<file path="src/rtl/pwm_generator.sv">
// -----------------------------------------------------------------------------
// pwm_generator
//
// Fixed-frequency, 8-bit-resolution PWM generator with complementary outputs.
// The PWM period is PERIOD = CLK_FREQ / FREQUENCY system clocks. The duty
// threshold is captured on the first enabled cycle and on every period wrap,
// so mid-period duty changes never produce glitches.
//
// Optional feature macro: PWM_DEADTIME_EN
//   defined   : rising edges of out / nOut are each delayed by DEAD_CYCLES
//               clocks; falling edges are immediate; pulses no longer than
//               DEAD_CYCLES are suppressed.
//   undefined : nOut is the plain complement of out while running and
//               DEAD_CYCLES has no effect.
//
// Parameters
//   CLK_FREQ    : system clock frequency in Hz
//   FREQUENCY   : PWM frequency in Hz (2 <= PERIOD <= 65536)
//   DEAD_CYCLES : dead-time in clocks, 1..PERIOD/4 (dead-time build only)
//
// Ports
//   clk       in   system clock, all logic on the rising edge
//   rst       in   synchronous active-high reset (priority over enable)
//   enable    in   run PWM when high, outputs forced low when low
//   dutyCycle in   duty in 1/256 units
//   out       out  registered PWM output
//   nOut      out  registered complementary output
// -----------------------------------------------------------------------------
module pwm_generator #(
   parameter int CLK_FREQ    = 12_000_000,
   parameter int FREQUENCY   = 1_000_000,
   parameter int DEAD_CYCLES = 1
) (
   input  logic       clk,
   input  logic       rst,
   input  logic       enable,
   input  logic [7:0] dutyCycle,
   output logic       out,
   output logic       nOut
);

   localparam int PERIOD = CLK_FREQ / FREQUENCY;
   localparam int CW     = (PERIOD > 1) ? $clog2(PERIOD) : 1;
   localparam int PW     = 8 + CW;

   if ((PERIOD < 2) || (PERIOD > 65536)) begin : g_bad_period
      $error("pwm_generator: PERIOD = CLK_FREQ / FREQUENCY must be within 2..65536");
   end

   logic [CW-1:0] r_cnt;
   logic [CW-1:0] r_thr;
   logic          r_run;     // a period is in progress (thr and cnt are valid)

   logic [PW-1:0] w_prod;
   logic [CW-1:0] w_thr_new;
   logic          w_wrap;
   logic          w_p;

   // Full-width product; the >> 8 is a plain bit slice. The result is always
   // below PERIOD, so it fits the counter width.
   assign w_prod    = {{CW{1'b0}}, dutyCycle} * PW'(PERIOD);
   assign w_thr_new = w_prod[PW-1:8];
   assign w_wrap    = (r_cnt == CW'(PERIOD - 1));
   assign w_p       = (r_cnt < r_thr);

   // Period counter and threshold capture
   always_ff @(posedge clk) begin
      if (rst) begin
         r_run <= 1'b0;
         r_cnt <= {CW{1'b0}};
         r_thr <= {CW{1'b0}};
      end else if (!enable) begin
         // Idle: counter parked at 0, threshold reloaded on next enable
         r_run <= 1'b0;
         r_cnt <= {CW{1'b0}};
      end else if (!r_run || w_wrap) begin
         // Start of a period: first enabled cycle or wrap from PERIOD-1
         r_run <= 1'b1;
         r_cnt <= {CW{1'b0}};
         r_thr <= w_thr_new;
      end else begin
         r_cnt <= r_cnt + CW'(1);
      end
   end

`ifdef PWM_DEADTIME_EN

   localparam int DW = $clog2(DEAD_CYCLES + 1);

   if ((DEAD_CYCLES < 1) || (DEAD_CYCLES > (PERIOD / 4))) begin : g_bad_dead
      $error("pwm_generator: DEAD_CYCLES must be within 1..PERIOD/4");
   end

   // Each counter measures how long p has been continuously in its state,
   // saturating at DEAD_CYCLES; an output may only be high once its
   // counter has saturated.
   logic [DW-1:0] r_on_cnt;
   logic [DW-1:0] r_off_cnt;
   logic          w_on_done;
   logic          w_off_done;

   assign w_on_done  = (r_on_cnt  == DW'(DEAD_CYCLES));
   assign w_off_done = (r_off_cnt == DW'(DEAD_CYCLES));

   // Dead-time counters and registered outputs
   always_ff @(posedge clk) begin
      if (rst) begin
         r_on_cnt  <= {DW{1'b0}};
         r_off_cnt <= {DW{1'b0}};
         out       <= 1'b0;
         nOut      <= 1'b0;
      end else if (enable && r_run) begin
         if (w_p) begin
            r_off_cnt <= {DW{1'b0}};
            r_on_cnt  <= w_on_done ? r_on_cnt : (r_on_cnt + DW'(1));
         end else begin
            r_on_cnt  <= {DW{1'b0}};
            r_off_cnt <= w_off_done ? r_off_cnt : (r_off_cnt + DW'(1));
         end
         // p cannot be high and low at once, so out and nOut never overlap
         out  <= w_p  & w_on_done;
         nOut <= ~w_p & w_off_done;
      end else begin
         r_on_cnt  <= {DW{1'b0}};
         r_off_cnt <= {DW{1'b0}};
         out       <= 1'b0;
         nOut      <= 1'b0;
      end
   end

`else

   // DEAD_CYCLES is kept for a uniform parameter list; it has no effect here.
   if (DEAD_CYCLES < 0) begin : g_dead_cycles_unused
   end

   // Registered complementary outputs, low while idle or before the first
   // period has been set up
   always_ff @(posedge clk) begin
      if (rst) begin
         out  <= 1'b0;
         nOut <= 1'b0;
      end else if (enable && r_run) begin
         out  <= w_p;
         nOut <= ~w_p;
      end else begin
         out  <= 1'b0;
         nOut <= 1'b0;
      end
   end

`endif

endmodule

</file>
<file path="config.mk">
export PLATFORM = sky130hd
export DESIGN_NAME = pwm_generator
export DESIGN_NICKNAME = d
export VERILOG_FILES = /design/src/rtl/pwm_generator.sv
export SDC_FILE = /design/constraint.sdc
export NUM_CORES = 1
export LEC_CHECK = 0
export CAP_MARGIN = 20
export CORE_ASPECT_RATIO = 0.5
export CORE_MARGIN = 1
export CORE_UTILIZATION = 25
export DETAILED_ROUTE_END_ITERATION = 7
export SETUP_SLACK_MARGIN = 0.02
export SLEW_MARGIN = 5
export SYNTH_ARGS = -nofsm -noshare
export SYNTH_HDL_FRONTEND = slang
export SYNTH_SLANG_ARGS = --single-unit
</file>
<file path="constraint.sdc">
create_clock -name clk -period 1.9 [get_ports clk]
set_input_delay 0.38 -clock clk [delete_from_list [all_inputs] [get_ports clk]]
set_output_delay 0.38 -clock clk [all_outputs]
set_load 0.01 [all_outputs]
</file>
==> impl_metrics.tcl, run 1 <==
set metrics [dict create \
    whs_ns 0.4616 \
    hold_class "flip-flop to flip-flop" \
    grt_overflow 0 \
    routed_wirelength_um 1274 \
    path_class "input pin to flip-flop" \
    core_area_um2 2372 \
    finalHoldViolCount 0 \
    p_seq_frac 0.386 \
    drc 0 \
    fillerInstances 240 \
    cts_tree "built" \
    slowest_delay_ns 0.51 \
    crit_top_cell "a21oi_1" \
    tns_ns 0 \
    critPathLaunchType "input pin" \
    fin_crit_sh 0.9096 \
    post_cts_buffers 0 \
    dpl.hpwl_um 961.9 \
    synth_warnings 0 \
    period_needed_ns 1.728 \
    first_iter_violations 34 \
    crit_fanout 2 \
    crit_chain "dlygate4sd2_1, buf_4, ha_4, a21oi_2, a21oi_1, or4_1, nand3_1, a21oi_1" \
    slew_viol_final 0 \
    syn_area_per_cell_um2 9.332 \
    synthTopCellsByArea "dfxtp_1 33%, ha_1 22%, nor2_1 4.5%, a21oi_1 3.7%, nand3_1 3.7%" \
    grt_pass1_vias 533 \
    slowest_stage "or4_1" \
    cts_buffers 3 \
    worst-r2r-setup-slack_ns 0.44 \
    grt_pass1_wl_um 2318 \
    grt.total_usage 0.1100 \
    vias 554 \
    fp-row-count 12 \
    maxCapViolations 0 \
    area_growth_pct 52.33 \
    diodes 0 \
    p_comb_frac 0.244 \
    drtPass1Iterations 2 \
    ys_types 22 \
    max_slew_margin 0.7442 \
    synthArstFlopShare 0 \
    post_drt_via_cell_ratio 4.197 \
    synth_ff_type "dfxtp_1" \
    path_delay_family "simple AND/OR/NAND/NOR gates" \
    mappedNetlistNets 95 \
    die_h_um 38.66 \
    powerDensity_nw_per_um2 624.3 \
    mostFrequentLayoutCell "dfxtp_1" \
    gp_congestion 0.6656 \
    antenna_found_initial 0 \
    setup_violations 0 \
    p_sw_w 0.0001629 \
    cts_hold_buf 0 \
    syn_inst 72 \
    vdd_drop_max_v 0.0002206 \
    postRouteAntennaNets 0 \
    p_leak_nw 0.4392 \
    routedWlPerCell_um 9.652 \
    layout.nets 121 \
    synth-edff-count 0 \
    path_clk_slew_ns 0.05 \
    syn_area_um2 671.9 \
    cts_max_path_buffers 2 \
    cp_data_arrival_time_ns 1.85 \
    most-common-layout-cells "11 x dfxtp_1, 9 x buf_4, 8 x nor2_1, 8 x ha_1, 6 x inv_1" \
    dieArea_um2 2912 \
    die_w_um 75.32 \
    ys_ff_latch 11 \
    cts_sinks 11 \
    cp.required_ns 2.02 \
    tightestPinTransition_ns 0.3814 \
    initial_core_util 0.2832 \
    port_buffers 12 \
    worstSkewPairLatency_ns 0.24 \
    fmax_mhz 578.6 \
    p_clk_frac 0.370 \
    swShare 0.2550 \
    cts_root_buf "clkbuf_8" \
    drive_gt1_frac 0.2474 \
    end_kind "flip-flop" \
    holdCritStartpoint "r_cnt[0]$_SDFF_PP0_" \
    synth_top_area_cell "dfxtp_1" \
    yosysSeqAreaShare 0.3277 \
    h-tree-depth 1 \
    rsz0062_at_grt "no" \
    path_buf_inv 2 \
    p_int_w 0.0004761 \
    synth_top_area_frac 0.3277 \
    io_pins 13 \
    startpoint "dutyCycle[4]" \
    grt_max_degree 9 \
    reg2reg_from "r_cnt[0]$_SDFF_PP0_" \
    outcome "complete, no violations" \
    skew_ns 0.004349 \
]
## flip-flops by register name, indices dropped and copies added, names as in the netlist
| register | flops |
|---|---|
| r_cnt | 4 |
| r_thr | 4 |
| nOut | 1 |
| r_run | 1 |
| out | 1 |
## cell families (layout without fill, tap and decap cells)
family | Yosys count | after routing | share of synthesized area
adders and majority gates | 12 | 12 | 0.2235
DFF | 11 | 11 | 0.3277
muxes | 1 | 1 | 0.01490
and+or+nand+nor | 23 | 23 | 0.1750
buffers and inverters | 6 | 31 | 0.03352
AOI/OAI and AO/OA | 15 | 15 | 0.1732
xor gates and xnor gates | 4 | 4 | 0.05215
## timing repair
action                                  4_1_cts  5_1_grt
resized for setup                            10        5
endpoints found under the setup margin        1        2
pin swaps                                     0        1
## power by group through the flow
stage          registers [W]  clock network, W  logic [W]
2_1_floorplan       0.000251                 0  0.0000773
3_3_place_gp        0.000251                 0   0.000133
3_5_place_dp        0.000251                 0   0.000135
4_1_cts             0.000247          0.000242   0.000148
5_1_grt             0.000248          0.000260   0.000173
6_report            0.000247          0.000237   0.000156
## layer usage
layer  up-vias  global-route usage  routed length (µm)
met5         -                   0                   0
met4         0             0.02778                   0
met3         0             0.03906                  43
met2         9              0.1741                 547
met1       245              0.1424                 684
li1        300                   -                   -
## final timing paths
check	to	cells after the start
worst max-delay path	r_thr[2]$_SDFFE_PP0P_	8
worst min-delay path	r_cnt[0]$_SDFF_PP0_	1
worst max register to register	r_thr[3]$_SDFFE_PP0P_	6
worst min register to register	r_cnt[0]$_SDFF_PP0_	1
## synth_stat cells, types with 2 or more instances
cell type / number
ha_1: 12
dfxtp_1: 11
nor2_1: 8
inv_1: 6
a21oi_1: 5
nand3_1: 5
a21o_1: 3
nand2b_1: 3
a21oi_2: 2
nand3b_1: 2
nor2b_1: 2
xnor2_1: 2
xor2_1: 2
## through the flow
step | cell area (µm²) | instances | worst slack [ns] | util | power, W
5_1_grt | 1023 | 132 | 0.07478 | 0.4314 | 0.0006818
3_5_place_dp | 903.4 | 128 | -0.3195 | 0.3808 | 0.0003862
6_report | 1023 | 132 | 0.1717 | 0.4314 | 0.0006390
4_1_cts | 996.0 | 132 | 0.04623 | 0.4198 | 0.0006368
2_1_floorplan | 671.9 | 72 | 0.2075 | - | 0.0003279
3_3_place_gp | 903.4 | 128 | -0.3156 | 0.3808 | 0.0003840
## cell type report
type | instances | area, µm² | area share
clock buffers | 4 | 45.04 | 0.04401
inverters | 6 | 22.52 | 0.02200
multi-input cells | 55 | 505.5 | 0.4939
flip-flops and latches | 11 | 220.2 | 0.2152
well taps | 35 | 43.79 | 0.04279
repair buffers | 21 | 186.4 | 0.1822
Note: power is estimated with default switching activity, not from simulation.
==> run 2, diff against run 1 <==
Settings changed: CORE_MARGIN 1 to 2.
==> impl_metrics.tcl, run 2 (same netlist as run 1, synthesis figures left out) <==
set metrics [dict create \
    vdd_drop_max_v 0.0002017 \
    fin_crit_sh 0.8961 \
    top_regs "r_cnt: 4 flops, r_thr: 4 flops" \
    p_sw_w 0.0001595 \
    skew_ns 0.001776 \
    cts_buffers 3 \
    r2r_end "r_thr[3]$_SDFFE_PP0P_" \
    crit_chain "dlygate4sd2_1, ha_4, a21oi_2, a21oi_1, or4_1, nand3_1, a21oi_1" \
    io_pins 13 \
    reg2reg_from "r_cnt[0]$_SDFF_PP0_" \
    max_slew_margin 0.7602 \
    p_seq_frac 0.386 \
    post_drt_via_cell_ratio 4.224 \
    placed_cell_area_um2 898.4 \
    critPathLaunchType "input pin" \
    slowest_stage "or4_1" \
    cp_data_arrival_time_ns 1.83 \
    rr_worst_depth 6 \
    initial_core_util 0.2614 \
    rsz0062_at_grt "no" \
    cts_sinks 11 \
    grt_pass1_wl_um 1918 \
    fillerInstances 271 \
    fp-row-count 13 \
    drtPass1Iterations 4 \
    period_needed_ns 1.703 \
    grt_max_degree 9 \
    multiInputGateArea_um2 519.2 \
    routed_wirelength_um 1246 \
    postRouteAntennaNets 0 \
    worstSkewPairLatency_ns 0.24 \
    setup_violations 0 \
    setup_slack_ns 0.1975 \
    fmax_mhz 587.4 \
    tns_ns 0 \
    antenna_found_initial 0 \
    crit_fanout 3 \
    slowest_delay_ns 0.50 \
    die_h_um 40.66 \
    end_kind "flip-flop" \
    p_clk_frac 0.360 \
    grt_overflow 0 \
    fin_util 0.4075 \
    area_growth_pct 55.87 \
    vias 566 \
    slew_viol_final 0 \
    h-tree-depth 1 \
    register_area_um2 220.2 \
    routedWlPerCell_um 9.299 \
    cp.required_ns 2.02 \
    startpoint "dutyCycle[4]" \
    cts_max_path_buffers 2 \
    hold_class "flip-flop to flip-flop" \
    dieArea_um2 3144 \
    port_buffers 12 \
    cts_tree "built" \
    core_area_um2 2570 \
    drc 0 \
    mostFrequentLayoutCell "dfxtp_1" \
    path_class "input pin to flip-flop" \
    drive_gt1_frac 0.2577 \
    powerDensity_nw_per_um2 610.9 \
    path_clk_slew_ns 0.05 \
    crit_top_cell "a21oi_1" \
    power.total_w 0.0006397 \
    maxCapViolations 0 \
    p_leak_nw 0.4542 \
    first_iter_violations 14 \
    grt.total_usage 0.08393 \
    diodes 0 \
    pre_cts_ws_ns -0.3285 \
    finalHoldViolCount 0 \
    outcome "complete, no violations" \
    layout.nets 121 \
    most-common-layout-cells "11 x dfxtp_1, 9 x buf_4, 8 x nor2_1, 8 x ha_1, 6 x inv_1" \
    tightestPinTransition_ns 0.3577 \
    worst-r2r-setup-slack_ns 0.47 \
    gp_congestion 0.7639 \
    p_comb_frac 0.254 \
    die_w_um 77.32 \
    dpl.hpwl_um 920 \
    p_int_w 0.0004802 \
    crit_end "r_thr[2]$_SDFFE_PP0P_" \
    cts_root_buf "clkbuf_8" \
    stdcell_area_um2 1047 \
    swShare 0.2493 \
    grt_pass1_vias 476 \
]
## run 2: metal layers
metal  vias up  share of wire  track usage
li1        300              -            -
met1       253           0.47      0.08984
met2        11           0.48       0.1478
met3         2          0.043      0.04185
met4         0         0.0096      0.04018
met5         -              0            0
## run 2: worst max-delay path: cells and delay by family
kind                       cells  cell delay, ns
AOI/OAI and AO/OA              3            0.29
adders and majority gates      1            0.25
buffers and inverters          1            0.31
and+or+nand+nor                2            0.60
## run 2: final cells by class
type                       count  share of cell area
clock buffer                   4             0.04301
multi-input combinational     55              0.4958
tap                           37             0.04421
sequential                    11              0.2103
inverter                       6             0.02151
timing repair buffer          21              0.1852
## run 2: how the worst min path moves through the flow
stage,cells past startpoint,end,startpoint
floorplan,1,r_cnt[0]$_SDFF_PP0_,r_cnt[0]$_SDFF_PP0_
global placement,1,r_cnt[0]$_SDFF_PP0_,r_cnt[0]$_SDFF_PP0_
detailed placement,1,r_cnt[0]$_SDFF_PP0_,r_cnt[0]$_SDFF_PP0_
CTS,1,r_cnt[0]$_SDFF_PP0_,r_cnt[0]$_SDFF_PP0_
global route,2,r_thr[2]$_SDFFE_PP0P_,r_thr[2]$_SDFFE_PP0P_
finish,1,r_cnt[0]$_SDFF_PP0_,r_cnt[0]$_SDFF_PP0_
## run 2: repair_timing
item	CTS	global route
cloned	0	0
pin swaps	2	5
buffers inserted	1	0
hold buffers	0	0
endpoints found under the setup margin	1	3
resized for setup	7	10
## run 2: power groups by stage
stage	logic, W	registers [W]	clock network (W)
2_1_floorplan	0.0000773	0.000251	0
3_3_place_gp	0.000132	0.000251	0
3_5_place_dp	0.000134	0.000251	0
4_1_cts	0.000147	0.000247	0.000240
5_1_grt	0.000180	0.000247	0.000253
6_report	0.000163	0.000247	0.000230
## run 2: per-stage QoR
stage	hold slack [ns]	cells
floorplan	0.4252	72
global placement	0.4446	129
detailed placement	0.4488	129
CTS	0.4623	134
global route	0.4951	134
finish	0.4591	134
==> run 3, diff against run 2 <==
Settings changed: CORE_ASPECT_RATIO 0.5 to default, CORE_UTILIZATION 25 to 49, PLACE_DENSITY from default to 0.76.
==> impl_metrics.tcl, run 3 (same netlist as run 1, synthesis figures left out) <==
set metrics [dict create \
    fmax_mhz 530.9 \
    tns_ns 0 \
    pre_cts_ws_ns -0.3344 \
    path_clk_slew_ns 0.07 \
    crit_fanout 2 \
    grt_max_degree 9 \
    outcome "complete, no violations" \
    cp_data_arrival_time_ns 2.04 \
    grt.total_usage 0.1726 \
    setup_slack_ns 0.01653 \
    swShare 0.2711 \
    critPathLaunchType "input pin" \
    setup_violations 0 \
    grt_pass1_wl_um 1904 \
    gp_congestion 0.6867 \
    cp.required_ns 2.06 \
    drtPass1Iterations 2 \
    hold_class "flip-flop to flip-flop" \
    drc 0 \
    cts_sinks 11 \
    cts_root_buf "clkbuf_4" \
    mostFrequentLayoutCell "dfxtp_1" \
    routedWlPerCell_um 13.24 \
    most-common-layout-cells "11 x dfxtp_1, 9 x buf_4, 8 x nor2_1, 8 x ha_1, 7 x clkdlybuf4s50_1" \
    dieArea_um2 1683 \
    period_needed_ns 1.883 \
    finalHoldViolCount 0 \
    whs_ns 0.4748 \
    stdcell_area_um2 975.9 \
    area_growth_pct 45.25 \
    p_clk_frac 0.285 \
    worstSkewPairLatency_ns 0.26 \
    postRouteAntennaNets 0 \
    drive_gt1_frac 0.2268 \
    vias 583 \
    die_h_um 41.03 \
    tightestPinTransition_ns 0.3469 \
    antenna_found_initial 0 \
    slew_viol_final 0 \
    p_leak_nw 0.4347 \
    io_pins 13 \
    path_class "input pin to flip-flop" \
    grt_overflow 0 \
    diodes 0 \
    p_sw_w 0.0001523 \
    grt_pass1_vias 496 \
    max_slew_margin 0.7674 \
    p_int_w 0.0004096 \
    maxCapViolations 0 \
    initial_core_util 0.5229 \
    post_drt_via_cell_ratio 5.205 \
    skew_ns 0.0005767 \
    top_regs "r_cnt: 4 flops, r_thr: 4 flops" \
    p_seq_frac 0.438 \
    vdd_drop_max_v 0.0003416 \
    fin_crit_sh 0.9913 \
    end_kind "flip-flop" \
    first_iter_violations 6 \
    p_comb_frac 0.277 \
    die_w_um 41.03 \
    port_buffers 12 \
    h-tree-depth 1 \
    cts_tree "built" \
    placed_cell_area_um2 870.8 \
    fp-row-count 13 \
    powerDensity_nw_per_um2 575.8 \
    layout.nets 121 \
    routed_wirelength_um 1483 \
    dpl.hpwl_um 1008 \
    cts_hold_buf 0 \
    cts_buffers 3 \
    core_area_um2 1285 \
    cts_max_path_buffers 2 \
]
==> run 3: layer usage <==
| metal | global-route usage | part of all wire | vias up |
|---|---|---|---|
| met3 | 0.03261 | 0.013 | 2 |
| li1 | - | - | 305 |
| met1 | 0.1916 | 0.40 | 268 |
| met4 | 0.07500 | 0.0094 | 0 |
| met5 | 0 | 0 | - |
| met2 | 0.3125 | 0.58 | 8 |
==> run 3: through the flow <==
stage               power [W]    util  std cells
floorplan           0.0003279       -         72
global placement    0.0003798  0.6777        107
detailed placement  0.0003836  0.6777        107
CTS                 0.0005469  0.7176        112
global route        0.0005866  0.7595        112
finish              0.0005620  0.7595        112
==> run 3: worst paths after layout <==
kind | depth (start not counted) | endpoint | start | slack, ns
worst max-delay path | 7 | r_thr[2]$_SDFFE_PP0P_ | dutyCycle[3] | 0.02
worst min-delay path | 1 | r_cnt[0]$_SDFF_PP0_ | r_cnt[0]$_SDFF_PP0_ | 0.47
worst max register to register | 6 | r_thr[3]$_SDFFE_PP0P_ | r_cnt[0]$_SDFF_PP0_ | 0.46
worst min register to register | 1 | r_cnt[0]$_SDFF_PP0_ | r_cnt[0]$_SDFF_PP0_ | 0.47
==> run 3: layout make-up <==
class | instances | area, µm²
Sequential cell | 11 | 220.2
Timing Repair Buffer | 21 | 192.7
Multi-Input combinational cell | 55 | 495.5
Inverter | 6 | 22.52
Tap cell | 15 | 18.77
Fill cell | 87 | 309.0
Clock buffer | 4 | 26.28
==> run 3: power groups by stage <==
stage               combinational (W)  clock, W  sequential, W
floorplan                   0.0000773         0       0.000251
global placement             0.000129         0       0.000251
detailed placement           0.000133         0       0.000251
CTS                          0.000142  0.000160       0.000246
global route                 0.000171  0.000168       0.000247
finish                       0.000156  0.000160       0.000246
==> run 3: repair_timing <==
item,4_1_cts,5_1_grt
setup endpoints to repair,1,2
buffers inserted,1,0
gates resized for setup,4,7
pin swaps,2,1
==> run 3: worst max-delay path: stages <==
cell and delay [ns]:
clkdlybuf4s50_1 0.55, ha_4 0.23, nand3_1 0.11, a21oi_1 0.10, or4_1 0.50, nand3_1 0.10, a21oi_1 0.06
